==> config.mk <==
export PLATFORM = sky130hd
export DESIGN_NAME = alu_instruction_encoder
export DESIGN_NICKNAME = d
export VERILOG_FILES = /design/src/rtl/alu_instruction_encoder.sv
export SDC_FILE = /design/constraint.sdc
export NUM_CORES = 1
export LEC_CHECK = 0
export ABC_AREA = 1
export BUFFER_PORTS_ARGS = -buffer_cell sky130_fd_sc_hd__clkbuf_2
export CAP_MARGIN = 0
export CORE_UTILIZATION = 23
export DETAILED_ROUTE_END_ITERATION = 10
export PLACE_DENSITY = 0.43
export SETUP_SLACK_MARGIN = 0.4
export SKIP_CTS_REPAIR_TIMING = 1
export SKIP_LAST_GASP = 1
export SLEW_MARGIN = 0
export SYNTH_ARGS = -nofsm -noshare
export SYNTH_HDL_FRONTEND = slang
export SYNTH_SLANG_ARGS = --single-unit
==> constraint.sdc <==
create_clock -name clk -period 2.9 [get_ports clk]
set_input_delay 0 -clock clk [delete_from_list [all_inputs] [get_ports clk]]
set_output_delay 0 -clock clk [all_outputs]
set_load 0.05 [all_outputs]
==> src/rtl/alu_instruction_encoder.sv <==
// ---------------------------------------------------------------------------
// alu_instruction_encoder
//   Packs ALU operation fields into a 32-bit ALU instruction word, drops
//   illegal bundles (constant form on anything but add/sub) and queues legal
//   words in a small FIFO toward the instruction stream.
//
// Ports
//   clk, reset            : rising-edge clock, synchronous active-high reset
//   in_valid / in_ready   : field bundle handshake (in_ready = not full)
//   in_const_c .. in_copy_select : ALU instruction fields
//   out_valid / out_ready : encoded word handshake (out_valid = not empty)
//   out_instruction       : FIFO head word (0 while empty)
//   reject                : one-cycle pulse after an illegal bundle is accepted
//   reject_count          : saturating count of rejected bundles
//   occupancy             : FIFO entries held
// ---------------------------------------------------------------------------
module alu_instruction_encoder #(
  parameter int DEPTH = 4,
  parameter int CNT_W = 8
) (
  input  logic                       clk,
  input  logic                       reset,
  input  logic                       in_valid,
  output logic                       in_ready,
  input  logic                       in_const_c,
  input  logic [2:0]                 in_alu_op,
  input  logic                       in_alu_form,
  input  logic [1:0]                 in_alu_vec_perci,
  input  logic [3:0]                 in_alu_config,
  input  logic [3:0]                 in_a_select,
  input  logic [3:0]                 in_b_select,
  input  logic [3:0]                 in_c_select,
  input  logic [3:0]                 in_d_select,
  input  logic [15:0]                in_constant,
  input  logic [3:0]                 in_copy_select,
  output logic                       out_valid,
  input  logic                       out_ready,
  output logic [31:0]                out_instruction,
  output logic                       reject,
  output logic [CNT_W-1:0]           reject_count,
  output logic [$clog2(DEPTH):0]     occupancy
);
  localparam int AW = $clog2(DEPTH);
  localparam int OW = AW + 1;

  logic [31:0]      r_mem [DEPTH];
  logic [AW-1:0]    r_wr_ptr;
  logic [AW-1:0]    r_rd_ptr;
  logic [OW-1:0]    r_occ;
  logic             r_reject;
  logic [CNT_W-1:0] r_rej_cnt;

  logic             w_accept;
  logic             w_illegal;
  logic             w_push;
  logic             w_pop;
  logic [31:0]      w_word;

  // Handshakes depend on registered occupancy only.
  assign in_ready  = (r_occ < OW'(DEPTH));
  assign out_valid = (r_occ != '0);

  assign w_accept  = in_valid & in_ready;
  assign w_illegal = in_const_c & (in_alu_op != 3'b000) & (in_alu_op != 3'b100);
  // Illegal bundles complete the handshake but never reach the FIFO.
  assign w_push    = w_accept & ~w_illegal;
  assign w_pop     = out_valid & out_ready;

  // Field packing. const_c=1 with a non add/sub op never gets pushed, so the
  // constant branch only ever encodes add/sub.
  always_comb begin
    w_word        = '0;
    w_word[28]    = in_const_c;
    w_word[27:25] = in_alu_op;
    w_word[24]    = in_alu_form;
    if (in_const_c) begin
      w_word[23:22] = in_alu_vec_perci;
      w_word[19:16] = in_a_select;
      w_word[15:0]  = in_constant;
    end else if (in_alu_op == 3'b010) begin
      // Copy reuses the vec/reserved bits [23:20] for the copy selector.
      w_word[23:20] = in_copy_select;
      w_word[19:16] = in_alu_config;
      w_word[15:0]  = {in_a_select, in_b_select, in_c_select, in_d_select};
    end else begin
      w_word[23:22] = in_alu_vec_perci;
      w_word[19:16] = in_alu_config;
      w_word[15:0]  = {in_a_select, in_b_select, in_c_select, in_d_select};
    end
  end

  // Storage carries no reset; validity is tracked by occupancy.
  always_ff @(posedge clk) begin
    if (w_push) r_mem[r_wr_ptr] <= w_word;
  end

  // Pointers are AW bits wide, so they wrap modulo DEPTH naturally.
  always_ff @(posedge clk) begin
    if (reset) begin
      r_wr_ptr  <= '0;
      r_rd_ptr  <= '0;
      r_occ     <= '0;
      r_reject  <= 1'b0;
      r_rej_cnt <= '0;
    end else begin
      if (w_push) r_wr_ptr <= r_wr_ptr + AW'(1);
      if (w_pop)  r_rd_ptr <= r_rd_ptr + AW'(1);
      case ({w_push, w_pop})
        2'b10:   r_occ <= r_occ + OW'(1);
        2'b01:   r_occ <= r_occ - OW'(1);
        default: r_occ <= r_occ;
      endcase
      r_reject <= w_accept & w_illegal;
      if (w_accept && w_illegal && (r_rej_cnt != '1))
        r_rej_cnt <= r_rej_cnt + CNT_W'(1);
    end
  end

  assign out_instruction = out_valid ? r_mem[r_rd_ptr] : '0;
  assign reject          = r_reject;
  assign reject_count    = r_rej_cnt;
  assign occupancy       = r_occ;

endmodule

==> Word level (Yosys, flattened, before mapping) <==
Memory sizes are Yosys's and may differ from the RTL's. A register that Yosys moved wholly into a read port is not among the register bits.
Index checks and enable logic that the tools add are counted.
{ "classes": {"add_sub_neg": 5, "n_lt_le_gt_ge": 1, "eq_ne": 5, "n_mux": 11, "bitwise": 7, "reduce_logical": 5} }
{ "ops": {"columns": ["cell", "n"], "rows": [
  ["$mux W32", 1],
  ["$mux W20", 1],
  ["$mux W2", 6],
  ["$add A8 B1 Y8 const B", 1],
  ["$ne A8 B8 Y1 const B", 1],
  ["$and A1 B1 Y1", 6],
  ["$pmux W3 S2", 1],
  ["$reduce_bool A3 Y1", 2],
  ["$add A2 B1 Y2 const B", 2],
  ["$add A3 B1 Y3 const B", 1],
  ["$eq A3 B2 Y1 const B", 1],
  ["$lt A3 B3 Y1 const B", 1],
  ["$ne A3 B3 Y1 const B", 1],
  ["$sub A3 B1 Y3 const B", 1],
  ["$eq A2 B1 Y1 const B", 1],
  ["$eq A2 B2 Y1 const B", 1],
  ["$logic_and A1 B1 Y1", 2],
  ["$mux W1", 2],
  ["$reduce_bool A2 Y1", 1],
  ["$not A1 Y1", 1]
]} }
{ "word_totals": {"reg_bits": 16, "mem_bits_rw": 116, "in_bits": 51, "output_inout_bits": 46, "wordCells": 40, "memories": 1} }
{ "memory_table": {"columns": ["memory", "depth", "width", "read_ports", "rd_clocked_by_memory_dff", "wr", "line_no", "source"], "rows": [
  ["r_mem", 4, 29, 1, 1, 1, "46", "logic [31:0] r_mem [DEPTH];"]
]} }

==> Longest topological paths before layout <==
{ "logic_depth": {"word_depth": 7, "mapped_depth": 12} }

==> Worst setup path after synthesis <==
Ideal clock, no wire load.
{ "synth_path": {"path_type": "register to register", "from": "reg r_occ[2], in the netlist occupancy[2]", "to": "mem r_mem[0][0] (netlist name) (enable)", "setup_ns": 0.415, "arrival_ns": 2.374, "setup_slack_ns": 0.111, "path_stages_with_launch": 6, "path_buffers": 0, "period_less_slack_ns": 2.789, "cell_sequence": "dfxtp_1 > inv_2 > nand2_2 > inv_2 > nand2_2 > nor2_1"} }
{ "synth_via": {"elab_chain_cells": 5} }
{ "synth_lines": {"columns": ["item", "line_no", "source"], "rows": [
  ["from (decl)", "49", "logic [OW-1:0] r_occ;"],
  ["from (signal assigned)", "109", "2'b10: r_occ <= r_occ + OW'(1);"],
  ["from (signal assigned)", "110", "2'b01: r_occ <= r_occ - OW'(1);"],
  ["from (signal assigned)", "111", "default: r_occ <= r_occ;"],
  ["$lt A3 B3 Y1", "60", "assign in_ready = (r_occ < OW'(DEPTH));"],
  ["net in_ready", "24", "output logic in_ready,"],
  ["$and A1 B1 Y1", "63", "assign w_accept = in_valid & in_ready;"],
  ["$and A1 B1 Y1", "66", "assign w_push = w_accept & ~w_illegal;"],
  ["$mux W1", "94", "if (w_push) r_mem[r_wr_ptr] <= w_word;"],
  ["$mux W1 (implied by the code)", "94", null],
  ["to (decl)", "46", null]
]} }
The timed path passes the listed nets, and every way through them passes these cells.

==> flow_summary_export.csv <==
group,metric,value,unit
outcome,status,"complete, but fails checks",
outcome,violations,"negative hold slack",
min_path,holdCritPathClass,"in2reg",
setup_path,critPathKind,"reg2out",
sta,fin_tns_setup,0,ns
clocking,cts.reportedPaths.clkPinSlew,0.06,ns
global_routing,grt_overflow_total,0,
global_routing,grt_max_degree,59,
floorplan,dieWidth,161.0,um
routing,antenna_left,0,
sta,min_period_over_period,76.44,%
global_routing,track_usage,12.20,%
clocking,cts_tree,"built",
power,p_leak,0.002887,uW
global_routing,use_met3,3.390,%
layout,n_antenna_cell,0,
layout,num-nets-final,737,
setup_path,end_kind,"output port",
sta,whs,-0.009025,ns
floorplan,die_h,161.0,um
placed_design,place.gp.congestion,0.7086,
layout,final_cells,1016,
sta,final_hold_viol_count,17,
layout,fill_cells,2605,
sta,relSlewSlack,53.91,%
routing,drt-total-wl,15.29,mm
sta,fin_crit,2.217,ns
setup_path,rrSetupSlack,0.84,ns
sta,slew_viol_final,0,
sta,fmax,451.1,MHz
floorplan,initial_core_util,23.71,%
global_routing,use_met1,15.89,%
clocking,clkSinkCount,134,
routing,drtIter0Drc,164,
placed_design,dp_cells,959,
global_routing,grt_use_met2,19.63,%
global_routing,top_usage_layer,"met2",
floorplan,placeableCoreArea,24530,um^2
floorplan,num_rows,57,
clocking,cts.htree.levels,4,
synthesis,synth_cells,557,
setup_path,start_kind,"flip-flop",
sta,finalSetupViolations,0,
synthesis,ys_ff_latch,134,
power,powerDensity,945.7,nW/um^2
layout,fin_util,30.47,%
synthesis,synth_edf_count,116,
layout,syn_to_final_growth,28.49,%
clocking,cts_buffer_depth,2,
sta,worst_slew_pin_slew,0.6903,ns
routing,drc_errors,0,
synthesis,synth.avg_cell_area,10.45,um^2
floorplan,dieArea,25940,um^2
global_routing,grt_pass1_wl,23.58,mm
synthesis,synth.yosys.seq_area_share,66.06,%
sta,finClkSkew,0.005150,ns
layout,layout_commonest_cell,"nor2_1",
synthesis,syn_area,5818,um^2
routing,via_per_inst,4.101,
floorplan,io_pins,97,
routing,routed-via-count,4167,
placed_design,place_hpwl,9.456,mm
synthesis,yosysWarnings,0,
synthesis,synthArstFlopShare,0,%
global_routing,grt_antenna_before_repair,0,
setup_path,r2r-end,"occupancy[2]",
placed_design,port_buffers,93,
global_routing,grt_pass1_vias,4158,
flow_run,maxCapViolations,0,
clocking,root_buffer,"clkbuf_16",
setup_path,path_max_fanout,33,
synthesis,ys_types,30,
clocking,worstSkewPairLatency,0.42,ns
power,irDropWorstVdd,0.5419,mV
setup_path,arrival,2.22,ns
setup_path,cp_data_required_time,2.90,ns
setup_path,rr_worst_depth,12,
setup_path,critPathCapture,"out_instruction[19]",
synthesis,synthFlopType,"edfxtp_1",
layout,final_cell_mix,"137 x nor2_1, 116 x edfxtp_1, 93 x clkbuf_2, 77 x nand2_1, 56 x o21ai_0",
routing,routedWlPerCell,15.05,um
setup_path,r2r-start,"occupancy[2]",
clocking,cts-buffers-inserted,17,
layout,drive_gt1_share,23.12,%
sta,rsz0062_at_grt,"false",
routing,detailedRoute.firstPassIterationCount,5,
## where the power goes
group          total [uW]  leakage (uW)  internal (uW)  switching (uW)
Sequential           2360       0.00121           2250             106
Clock                2110      0.000277           1270             837
Combinational        2600       0.00140            552            2050
Total                7070       0.00289           4080            2990
## worst max-delay path, stage by stage, from the launching register on
cell,delay [ns]
dfxtp_4,0.55
buf_4,0.43
nor2_1,0.09
nor2_1,0.09
o21ai_0,0.08
a21oi_1,0.23
clkbuf_2,0.32
## flip-flops by register name (all words and copies together), names as in the netlist, named ones only
name,count
r_wr_ptr,2
r_mem,116
reject,1
occupancy,3
reject_count,8
r_rd_ptr,2
## how the worst min path moves through the flow
stage / startpoint / endpoint / slack [ns] / cells past startpoint
after global placement: in_alu_form / r_mem[1][24] / 0.25 / 1
after global routing: in_constant[7] / r_mem[3][7] / 0.0004 / 3
after floorplan: in_alu_form / r_mem[0][24] / 0.1 / 0
after detailed placement: in_alu_form / r_mem[1][24] / 0.25 / 1
final: in_a_select[2] / r_mem[1][14] / -0.009 / 3
after CTS: in_alu_form / r_mem[1][24] / -0.19 / 1
## metal layers
metal,up-vias,wire [um]
met5,-,0
met1,1954,7317
met4,0,140
met3,13,636
li1,2117,-
met2,83,7193
## cell usage after synthesis (2+ instances only)
master	number	area [um^2]
a21oi_1	41	205.2
buf_4	6	45.04
dfxtp_1	18	360.4
ha_1	6	75.07
nor2_1	141	529.3
buf_1	2	7.510
edfxtp_1	116	3483
nand2_1	77	289.0
buf_6	5	56.30
inv_1	26	97.59
inv_2	4	15.01
xor2_1	3	26.28
nand2_2	4	25.02
clkbuf_1	7	26.28
nor2_4	2	22.52
o21ai_1	14	70.07
nand3_2	2	20.02
mux2_2	2	22.52
buf_2	8	40.04
clkbuf_2	2	10.01
o21ai_0	56	280.3
nand3_1	7	35.03
## logic make-up (layout without fill, tap and decap cells)
group	Yosys count	count (layout)	share of synthesized area (%)
AND/OR/NAND/NOR	237	237	16.52
flip-flops	134	134	66.06
AO/OA/AOI/OAI	111	111	9.549
buffers and inverters	61	194	5.183
adder cells (fa/ha/maj)	7	7	1.634
XOR/XNOR	4	4	0.6023
multiplexers	2	2	0.3871
other	1	3	0.06445
## cell type report
| class | instances | area (um^2) | share of cell area (%) |
|---|---|---|---|
| multi-input cells | 364 | 1710 | 22.88 |
| inverters | 31 | 118.9 | 1.590 |
| clock inverters | 14 | 150.1 | 2.008 |
| clock buffers | 18 | 429.2 | 5.741 |
| repair buffers | 131 | 813.3 | 10.88 |
| flip-flops and latches | 134 | 3849 | 51.48 |
| well taps | 324 | 405.4 | 5.423 |
## per-stage QoR
step                      power, uW  cell area, um^2  hold WS (ns)  setup slack, ns
after global placement         5020             6641        0.2539           0.8311
final                          7070             7476     -0.009025           0.6834
after CTS                      7147             7221       -0.1899           0.3590
after floorplan                4344             5826       0.09887           0.1108
after global routing           7453             7476     0.0004478           0.4506
after detailed placement       5017             6641        0.2479           0.8179
(Power assumes the default switching activity.)
